$ cat config.mk
export PLATFORM = sky130hd
export DESIGN_NAME = pixel_block_reducer
export DESIGN_NICKNAME = d
export VERILOG_FILES = /design/src/rtl/pixel_block_reducer.sv
export SDC_FILE = /design/constraint.sdc
export NUM_CORES = 1
export LEC_CHECK = 0
export ABC_CLOCK_PERIOD_IN_PS = 3500
export BUFFER_PORTS_ARGS = -buffer_cell sky130_fd_sc_hd__buf_2
export CAP_MARGIN = 20
export CORE_MARGIN = 1.5
export CORE_UTILIZATION = 50
export DETAILED_ROUTE_END_ITERATION = 12
export PLACE_DENSITY = 0.65
export SYNTH_ARGS = -nofsm -noshare
export SYNTH_HDL_FRONTEND = slang
export SYNTH_SLANG_ARGS = --single-unit
$ cat constraint.sdc
create_clock -name clk -period 3.5 [get_ports clk]
set_input_delay 0.525 -clock clk [delete_from_list [all_inputs] [get_ports clk]]
set_output_delay 0.525 -clock clk [all_outputs]
set_load 0.005 [all_outputs]
$ cat src/rtl/pixel_block_reducer.sv
// Walks a SRC_W x SRC_H frame in FACTOR x FACTOR blocks through a synchronous-read memory
// and reduces each block to a single pixel (average, nearest, max or min).
module pixel_block_reducer #(
    parameter int SRC_W   = 320,
    parameter int SRC_H   = 240,
    parameter int FACTOR  = 2,
    parameter int DATA_W  = 8,
    parameter int ADDR_W  = 17,
    parameter int OADDR_W = 15,
    parameter int RD_LAT  = 1
) (
    input  logic               clk,
    input  logic               rst,
    input  logic               start,
    input  logic [1:0]         mode,
    output logic               rd_en,
    output logic [ADDR_W-1:0]  rd_addr,
    input  logic [DATA_W-1:0]  rd_data,
    output logic               out_valid,
    input  logic               out_ready,
    output logic [DATA_W-1:0]  out_pixel,
    output logic [OADDR_W-1:0] out_addr,
    output logic               busy,
    output logic               done
);

    localparam int SHIFT = 2 * $clog2(FACTOR);
    localparam int SUM_W = DATA_W + SHIFT;
    localparam int BW    = SRC_W / FACTOR;
    localparam int BH    = SRC_H / FACTOR;
    localparam int BXW   = (BW > 1) ? $clog2(BW) : 1;
    localparam int BYW   = (BH > 1) ? $clog2(BH) : 1;
    localparam int IW    = (FACTOR > 1) ? $clog2(FACTOR) : 1;
    localparam int CW    = $clog2(FACTOR * FACTOR) + 1;

    localparam logic [BXW-1:0]    BX_LAST   = BXW'(BW - 1);
    localparam logic [BYW-1:0]    BY_LAST   = BYW'(BH - 1);
    localparam logic [IW-1:0]     I_LAST    = IW'(FACTOR - 1);
    localparam logic [CW-1:0]     N_LAST    = CW'(FACTOR * FACTOR - 1);
    localparam logic [ADDR_W-1:0] ROW_STEP  = ADDR_W'(SRC_W);
    localparam logic [ADDR_W-1:0] BLK_STEP  = ADDR_W'(FACTOR);
    localparam logic [ADDR_W-1:0] BROW_STEP = ADDR_W'(SRC_W * FACTOR);

    typedef enum logic [2:0] {IDLE, FETCH, DRAIN, EMIT, FIN} state_t;

    state_t             state;
    logic [1:0]         mode_q;
    logic [BXW-1:0]     bx;
    logic [BYW-1:0]     by;
    logic [IW-1:0]      i_cnt;
    logic [IW-1:0]      j_cnt;
    logic [ADDR_W-1:0]  row_base;
    logic [ADDR_W-1:0]  blk_base;
    logic [ADDR_W-1:0]  brow_base;
    logic [ADDR_W-1:0]  nxt_base;
    logic [RD_LAT-1:0]  vld_p;
    logic [CW-1:0]      ret_cnt;
    logic [SUM_W-1:0]   acc;
    logic [SUM_W-1:0]   acc_nxt;
    logic               ret_vld;

    // First sample of a block seeds the accumulator regardless of mode.
    function automatic logic [SUM_W-1:0] acc_step(input logic [1:0] m, input logic first,
                                                  input logic [SUM_W-1:0] a,
                                                  input logic [DATA_W-1:0] d);
        logic [SUM_W-1:0] dx;
        dx = SUM_W'(d);
        if (first) begin
            return dx;
        end
        case (m)
            2'b00:   return a + dx;
            2'b01:   return a;
            2'b10:   return (dx > a) ? dx : a;
            default: return (dx < a) ? dx : a;
        endcase
    endfunction

    // Truncating average; the sum of FACTOR^2 pixels shifted back always fits DATA_W.
    function automatic logic [DATA_W-1:0] reduce_block(input logic [1:0] m,
                                                       input logic [SUM_W-1:0] a);
        logic [SUM_W-1:0] shifted;
        shifted = a >> SHIFT;
        if (m == 2'b00) begin
            return shifted[DATA_W-1:0];
        end
        return a[DATA_W-1:0];
    endfunction

    assign ret_vld  = vld_p[RD_LAT-1];
    assign acc_nxt  = acc_step(mode_q, (ret_cnt == '0), acc, rd_data);
    assign nxt_base = (bx == BX_LAST) ? (brow_base + BROW_STEP) : (blk_base + BLK_STEP);

    always_ff @(posedge clk) begin
        if (rst) begin
            state     <= IDLE;
            mode_q    <= 2'b00;
            bx        <= '0;
            by        <= '0;
            i_cnt     <= '0;
            j_cnt     <= '0;
            row_base  <= '0;
            blk_base  <= '0;
            brow_base <= '0;
            vld_p     <= '0;
            ret_cnt   <= '0;
            acc       <= '0;
            rd_en     <= 1'b0;
            rd_addr   <= '0;
            out_valid <= 1'b0;
            out_pixel <= '0;
            out_addr  <= '0;
            busy      <= 1'b0;
            done      <= 1'b0;
        end else begin
            // Read-return tag pipeline: the tag leaving the last stage marks rd_data as valid.
            vld_p[0] <= rd_en;
            for (int k = 1; k < RD_LAT; k++) begin
                vld_p[k] <= vld_p[k-1];
            end
            if (ret_vld) begin
                acc     <= acc_nxt;
                ret_cnt <= ret_cnt + 1'b1;
            end

            case (state)
                IDLE: begin
                    if (start) begin
                        mode_q    <= mode;
                        bx        <= '0;
                        by        <= '0;
                        i_cnt     <= '0;
                        j_cnt     <= '0;
                        row_base  <= '0;
                        blk_base  <= '0;
                        brow_base <= '0;
                        ret_cnt   <= '0;
                        out_addr  <= '0;
                        rd_en     <= 1'b1;
                        rd_addr   <= '0;
                        busy      <= 1'b1;
                        state     <= FETCH;
                    end
                end
                FETCH: begin
                    if (i_cnt == I_LAST) begin
                        i_cnt <= '0;
                        if (j_cnt == I_LAST) begin
                            j_cnt <= '0;
                            rd_en <= 1'b0;
                            state <= DRAIN;
                        end else begin
                            j_cnt    <= j_cnt + 1'b1;
                            row_base <= row_base + ROW_STEP;
                            rd_addr  <= row_base + ROW_STEP;
                        end
                    end else begin
                        i_cnt   <= i_cnt + 1'b1;
                        rd_addr <= rd_addr + 1'b1;
                    end
                end
                DRAIN: begin
                    if (ret_vld && (ret_cnt == N_LAST)) begin
                        out_pixel <= reduce_block(mode_q, acc_nxt);
                        out_valid <= 1'b1;
                        ret_cnt   <= '0;
                        state     <= EMIT;
                    end
                end
                EMIT: begin
                    if (out_ready) begin
                        out_valid <= 1'b0;
                        if ((bx == BX_LAST) && (by == BY_LAST)) begin
                            done  <= 1'b1;
                            busy  <= 1'b0;
                            state <= FIN;
                        end else begin
                            out_addr <= out_addr + 1'b1;
                            if (bx == BX_LAST) begin
                                bx        <= '0;
                                by        <= by + 1'b1;
                                brow_base <= nxt_base;
                            end else begin
                                bx <= bx + 1'b1;
                            end
                            blk_base <= nxt_base;
                            row_base <= nxt_base;
                            rd_addr  <= nxt_base;
                            rd_en    <= 1'b1;
                            state    <= FETCH;
                        end
                    end
                end
                FIN: begin
                    done  <= 1'b0;
                    state <= IDLE;
                end
                default: state <= IDLE;
            endcase
        end
    end

endmodule

Yosys cells after proc, flatten, opt, wreduce, memory -nomap -nowiden
Index checks and enable logic that the tools add are counted.

Add/subtract/negate cells: 11. $mul: 0. Div/mod/pow operators: 0. $lt $le $gt $ge: 2. Equality and inequality tests: 19. Shifts and indexed selects: 0. Muxes and demuxes: 72. Bitwise logic cells: 0. Reductions and logical operators: 23.

Operator list (number): $mux 17 (10); $pmux 17 s3 (2); $pmux 17 s2 (2); $mux 8 (6); $mux 15 (3); $mux 10 (4); $pmux 10 s3 (1); $pmux 15 s2 (1); $mux 7 (4); $mux 3 (9); $mux 1 (20); $ne 2x2->1 const B (9); $add 17x1->17 const B (1); $add 17x10->17 const B (1); $add 17x2->17 const B (1); $add 17x9->17 const B (1); $pmux 8 s2 (1); $add 15x1->15 const B (1); $reduce_and 5->1 (3); $pmux 7 s2 (1); $pmux 3 s4 (1); $reduce_and 6->1 (2); $add 10x8->10 (1); $gt 8x10->1 (1); other kinds (24) (41).

Register bits after elaboration: 131. Bits in latches: 0. RAM bits: 0. Memory bits (read-only): 0. Input port bits: 14. Output and inout bits: 44. Logic and storage cells: 146. Memories kept: 0.

Longest topological paths before layout
Depth in word-level cells: 6. Depth in mapped cells: 10.

Worst setup path after synthesis
No wires, ideal clock.

Path type: in2reg. From: input port rd_data[0]. To: register out_pixel[6]. Arrival: 2.568 ns. Required time: 3.367 ns. Slack: 0.800 ns. Cell stages on the path: 9. Path buffers: 0. Cells stage by stage: ha_1 > fa_1 > nor2b_1 > o21a_1 > a2111oi_1 > xor2_1 > o2111a_1 > o31ai_1 > a31oi_1.

Word-level cells in the longest chain between the ends: 6. Elaborated cells between the ends (all ways): 9. Those cells by class: 1 x add/sub; 2 x order compare; 6 x mux.

Ends and longest elaborated chain: start: declaration (line 18) `input logic [DATA_W-1:0] rd_data,`; $lt 8x10->1 or $gt 8x10->1 (tied branches) (line 75, 74); $mux 10 (on tied branches) (line 75, 74); $pmux 10 s3 * (line 71) `case (m)`; $mux 10 * (line 71); $mux 8 (line 84) `if (m == 2'b00) begin`; $mux 8 * (line 87) `return a[DATA_W-1:0];`; end signal: assignment (line 164) `out_pixel <= reduce_block(mode_q, acc_nxt);`; end: declaration (line 21) `output logic [DATA_W-1:0] out_pixel,`.

Mark *: on every way between the ends. The rest lies on a longest branch, timed or not. The select of a mux whose other input is x is not followed. A chain may end at the register's enable or synchronous reset.

Final worst setup path
From: register acc[5]. To: register acc[3].

Word-level cells in the longest chain between the ends: 4. Elaborated cells between the ends (all ways): 6. Those cells by class: 2 x order compare; 4 x mux.

Ends and longest elaborated chain: start: declaration (line 58) `logic [SUM_W-1:0] acc;`; start signal: assignment (line 122) `acc <= acc_nxt;`; $lt 8x10->1 or $gt 8x10->1 (tied branches) (line 75, 74); $mux 10 (on tied branches) (line 75, 74); $pmux 10 s3 * (line 71); $mux 10 * (line 71).

Mark *: on every way between the ends. The rest lies on a longest branch, timed or not.

==> key figures <==
Clock tree
  • CTS Sinks: 131
  • Worst-case clock buffer depth: 2
  • Num CTS Buffers: 17
  • Post-CTS Hold Fix Bufs: 0
  • CTS tree: yes
  • Clock Latency Late Sink: around 0.43 ns
  • Post-CTS Setup Inserts: 0
  • H-tree lvl count: 4
  • Reg clk slew, reported paths: about 0.060 ns
  • Root Driver: clkbuf_16
  • CTS resizes: 0

Die
  • Die Ht: approximately 130 µm
  • Io pins: slightly below 60
  • Starting Density: 0.513
  • Row cnt: 45
  • Die Width: around 130 µm
  • Core area: ~15000 µm²
  • DIE AREA: between 15000 and 20000 µm²

Yosys
  • Xor/xnor cell area share of the yosys netlist: 0.0750
  • Post-Syn Area: a little under 8000 µm²
  • Post-Synth Simple-Gate Area: 0.259
  • FFs w/ async S/R, synth: 0
  • Top-area cell type share of the netlist area: 0.335
  • Mux share of post-synthesis cell area: 0.0118
  • Main combinational cell family by area after synthesis: simple AND/OR/NAND/NOR gates
  • Syn_nets: roughly 1100
  • Commonest cells in the netlist: nand2_1 (151), dfxtp_1 (131), nor2_1 (102), a21oi_1 (101), nor3_1 (55)
  • Top cell type by total area after synthesis: dfxtp_1
  • EDFF count, synth: 0
  • Top-count cell post-synth: nand2_1
  • Netlist cell types: 71
  • Synth warn: 0
  • Adder-Cell Fraction of Synth Area: 0.0441
  • Ys flop type: dfxtp_1
  • Avg Cell Area, Syn: 7.55 µm²
  • Synth top area cells: dfxtp_1 (34%), nand2_1 (7.2%), a21oi_1 (6.5%)
  • Compound-cell area share of the yosys netlist: 0.225
  • Yosys reg bits: ~130
  • Sequential-to-total area share from yosys stat: 0.335
  • Syn Inst Count: about 1000

Route
  • Post-Route WL: around 21000 µm
  • DRC Markers: 0
  • Vias per cell: approximately 5.8
  • Post-DR wirelength/cell: between 15 and 20 µm
  • DRT iter0 DRCs: just over 600
  • Drt pass-1 iters: 5
  • Antenna-violating nets left: 0
  • Vias: 7596

Timing
  • Setup TNS Final: 0 ns
  • Final hold viol count: 0
  • Final Setup Violations: 0
  • Worst rel slew slack: 0.344
  • Final Max Slew Viols: 0
  • Worst Max-Slew Pin Slew: just under 1 ns
  • Unrepaired setup endpoints after global routing: false
  • Fmax: between 0.3 and 0.4 GHz
  • Clock Skews: just under 0.02 ns
  • Tmin final: between 2 and 3 ns
  • Hold slack final: around 0.34 ns
  • Tcrit/Tclk final: 0.842

Power
  • Max VDD drop: roughly 360 µV
  • Leakage dissipation: between 3 and 4 nW
  • Pwr per Cell Area: 446 nW/µm²

Cells and area
  • Post-route design area: ~9000 µm²
  • Fillers: around 1500
  • Post-layout util: 0.590
  • Final nets: around 1100
  • # diodes: 0
  • Share of layout cells above drive strength 1: 0.121
  • Layout overhead on the synthesized area: 15.1%

Global route
  • Gr usage total: 0.266
  • Initial antenna violation count: 0
  • Gr ovfl total: 0
  • Pin count of the biggest net entering global routing: slightly below 60
  • First-pass GRT wire length: approximately 35000 µm
  • Number of global-route vias before repair: 6982

Outcome
  • Status: finished, final reports clean

Setup path
  • Worst setup path class: reg -> reg
  • Critical Path RT: roughly 3.8 ns
  • Critical path launch point type: register
  • CP max-delay cell: and2_0
  • Worst Path Buf+Inv: 1
  • Crit-path cells: inv_1, ha_1, and4_1, o21a_2, o31ai_4, and2_0, mux2i_1, o21ai_0, a311oi_1
  • Top Family by Delay on Critical Path: compound AO/OA/AOI/OAI gates
  • CP peak stage delay: approximately 0.43 ns
  • Worst EP arrival: 3.27 ns
  • Crit path max fanout: 9
  • Setup crit end kind: register

Place
  • Number of port buffers: 57
  • GP Congestion: roughly 0.94
  • Dpl hpwl: 14500 µm
  • Placed instance area: roughly 8400 µm²

Worst hold path
  • Worst hold path class: in -> reg

Job
  • Max cap viols: 0
[flip-flops by register name (all words and copies together), names as in the netlist, 7 cells and up]
| signal | cells |
|---|---|
| blk_base | 17 |
| brow_base | 17 |
| rd_addr | 17 |
| row_base | 17 |
| out_addr | 15 |
| acc | 10 |
| bx | 8 |
| out_pixel | 8 |
| by | 7 |
[routing by layer]
layer  up-vias  global-route usage  share of wire
met2       197               0.450           0.48
met1      3575               0.339           0.46
met5         -                   0              0
met3        39              0.0472          0.039
met4         0              0.0998          0.023
li1       3785                   -              -
[cell type report]
| cell class | instances | area (µm²) | share of cell area |
|---|---|---|---|
| multi-input cells | 805 | 4840 | 0.538 |
| well taps | 211 | 264 | 0.0293 |
| clock inverters | 12 | 178 | 0.0197 |
| inverters | 34 | 128 | 0.0142 |
| clock buffers | 20 | 467 | 0.0518 |
| flip-flops and latches | 131 | 2620 | 0.291 |
| repair buffers | 86 | 505 | 0.0561 |
[worst reg2reg max path: stages, from the launching register on]
cell,delay (ns)
dfxtp_1,0.40
inv_1,0.12
ha_1,0.38
and4_1,0.27
o21a_2,0.17
o31ai_4,0.40
and2_0,0.43
mux2i_1,0.29
o21ai_0,0.11
a311oi_1,0.30
[layout by cell type, fill, tap and decap left out, types with 31 or more instances in the layout]
cell type  instances
nand2_1          151
dfxtp_1          131
nor2_1           102
a21oi_1          101
buf_2             56
nor3_1            54
xnor2_1           37
o21ai_0           32
inv_1             31
[logic make-up after synthesis]
logic type	Yosys count
DFF	131
muxes	9
xor gates and xnor gates	67
and+or+nand+nor	434
buffers and inverters	100
adders and majority gates	27
AOI/OAI and AO/OA	268
[power breakdown]
group	switching, W	internal [W]
registers	0.0000444	0.00153
clock network	0.000705	0.00125
logic	0.000322	0.000169
[through the flow]
stage | instances | power [W] | worst slack (ns)
2_1_floorplan | 1036 | 0.00194 | 0.800
3_3_place_gp | 1267 | 0.00209 | 0.503
6_report | 1299 | 0.00402 | 0.552
4_1_cts | 1299 | 0.00403 | 0.606
3_5_place_dp | 1267 | 0.00209 | 0.433
5_1_grt | 1299 | 0.00416 | 0.344
[path summary, 6_finish.rpt]
check	from	end	slack (ns)	cells after the start
min	mode[1]	mode_q[1]	0.34	3
min reg2reg	brow_base[1]	brow_base[1]	0.45	2
max	acc[5]	acc[3]	0.55	9
max reg2reg	acc[5]	acc[3]	0.55	9
Note: power is estimated with default switching activity, not from simulation.
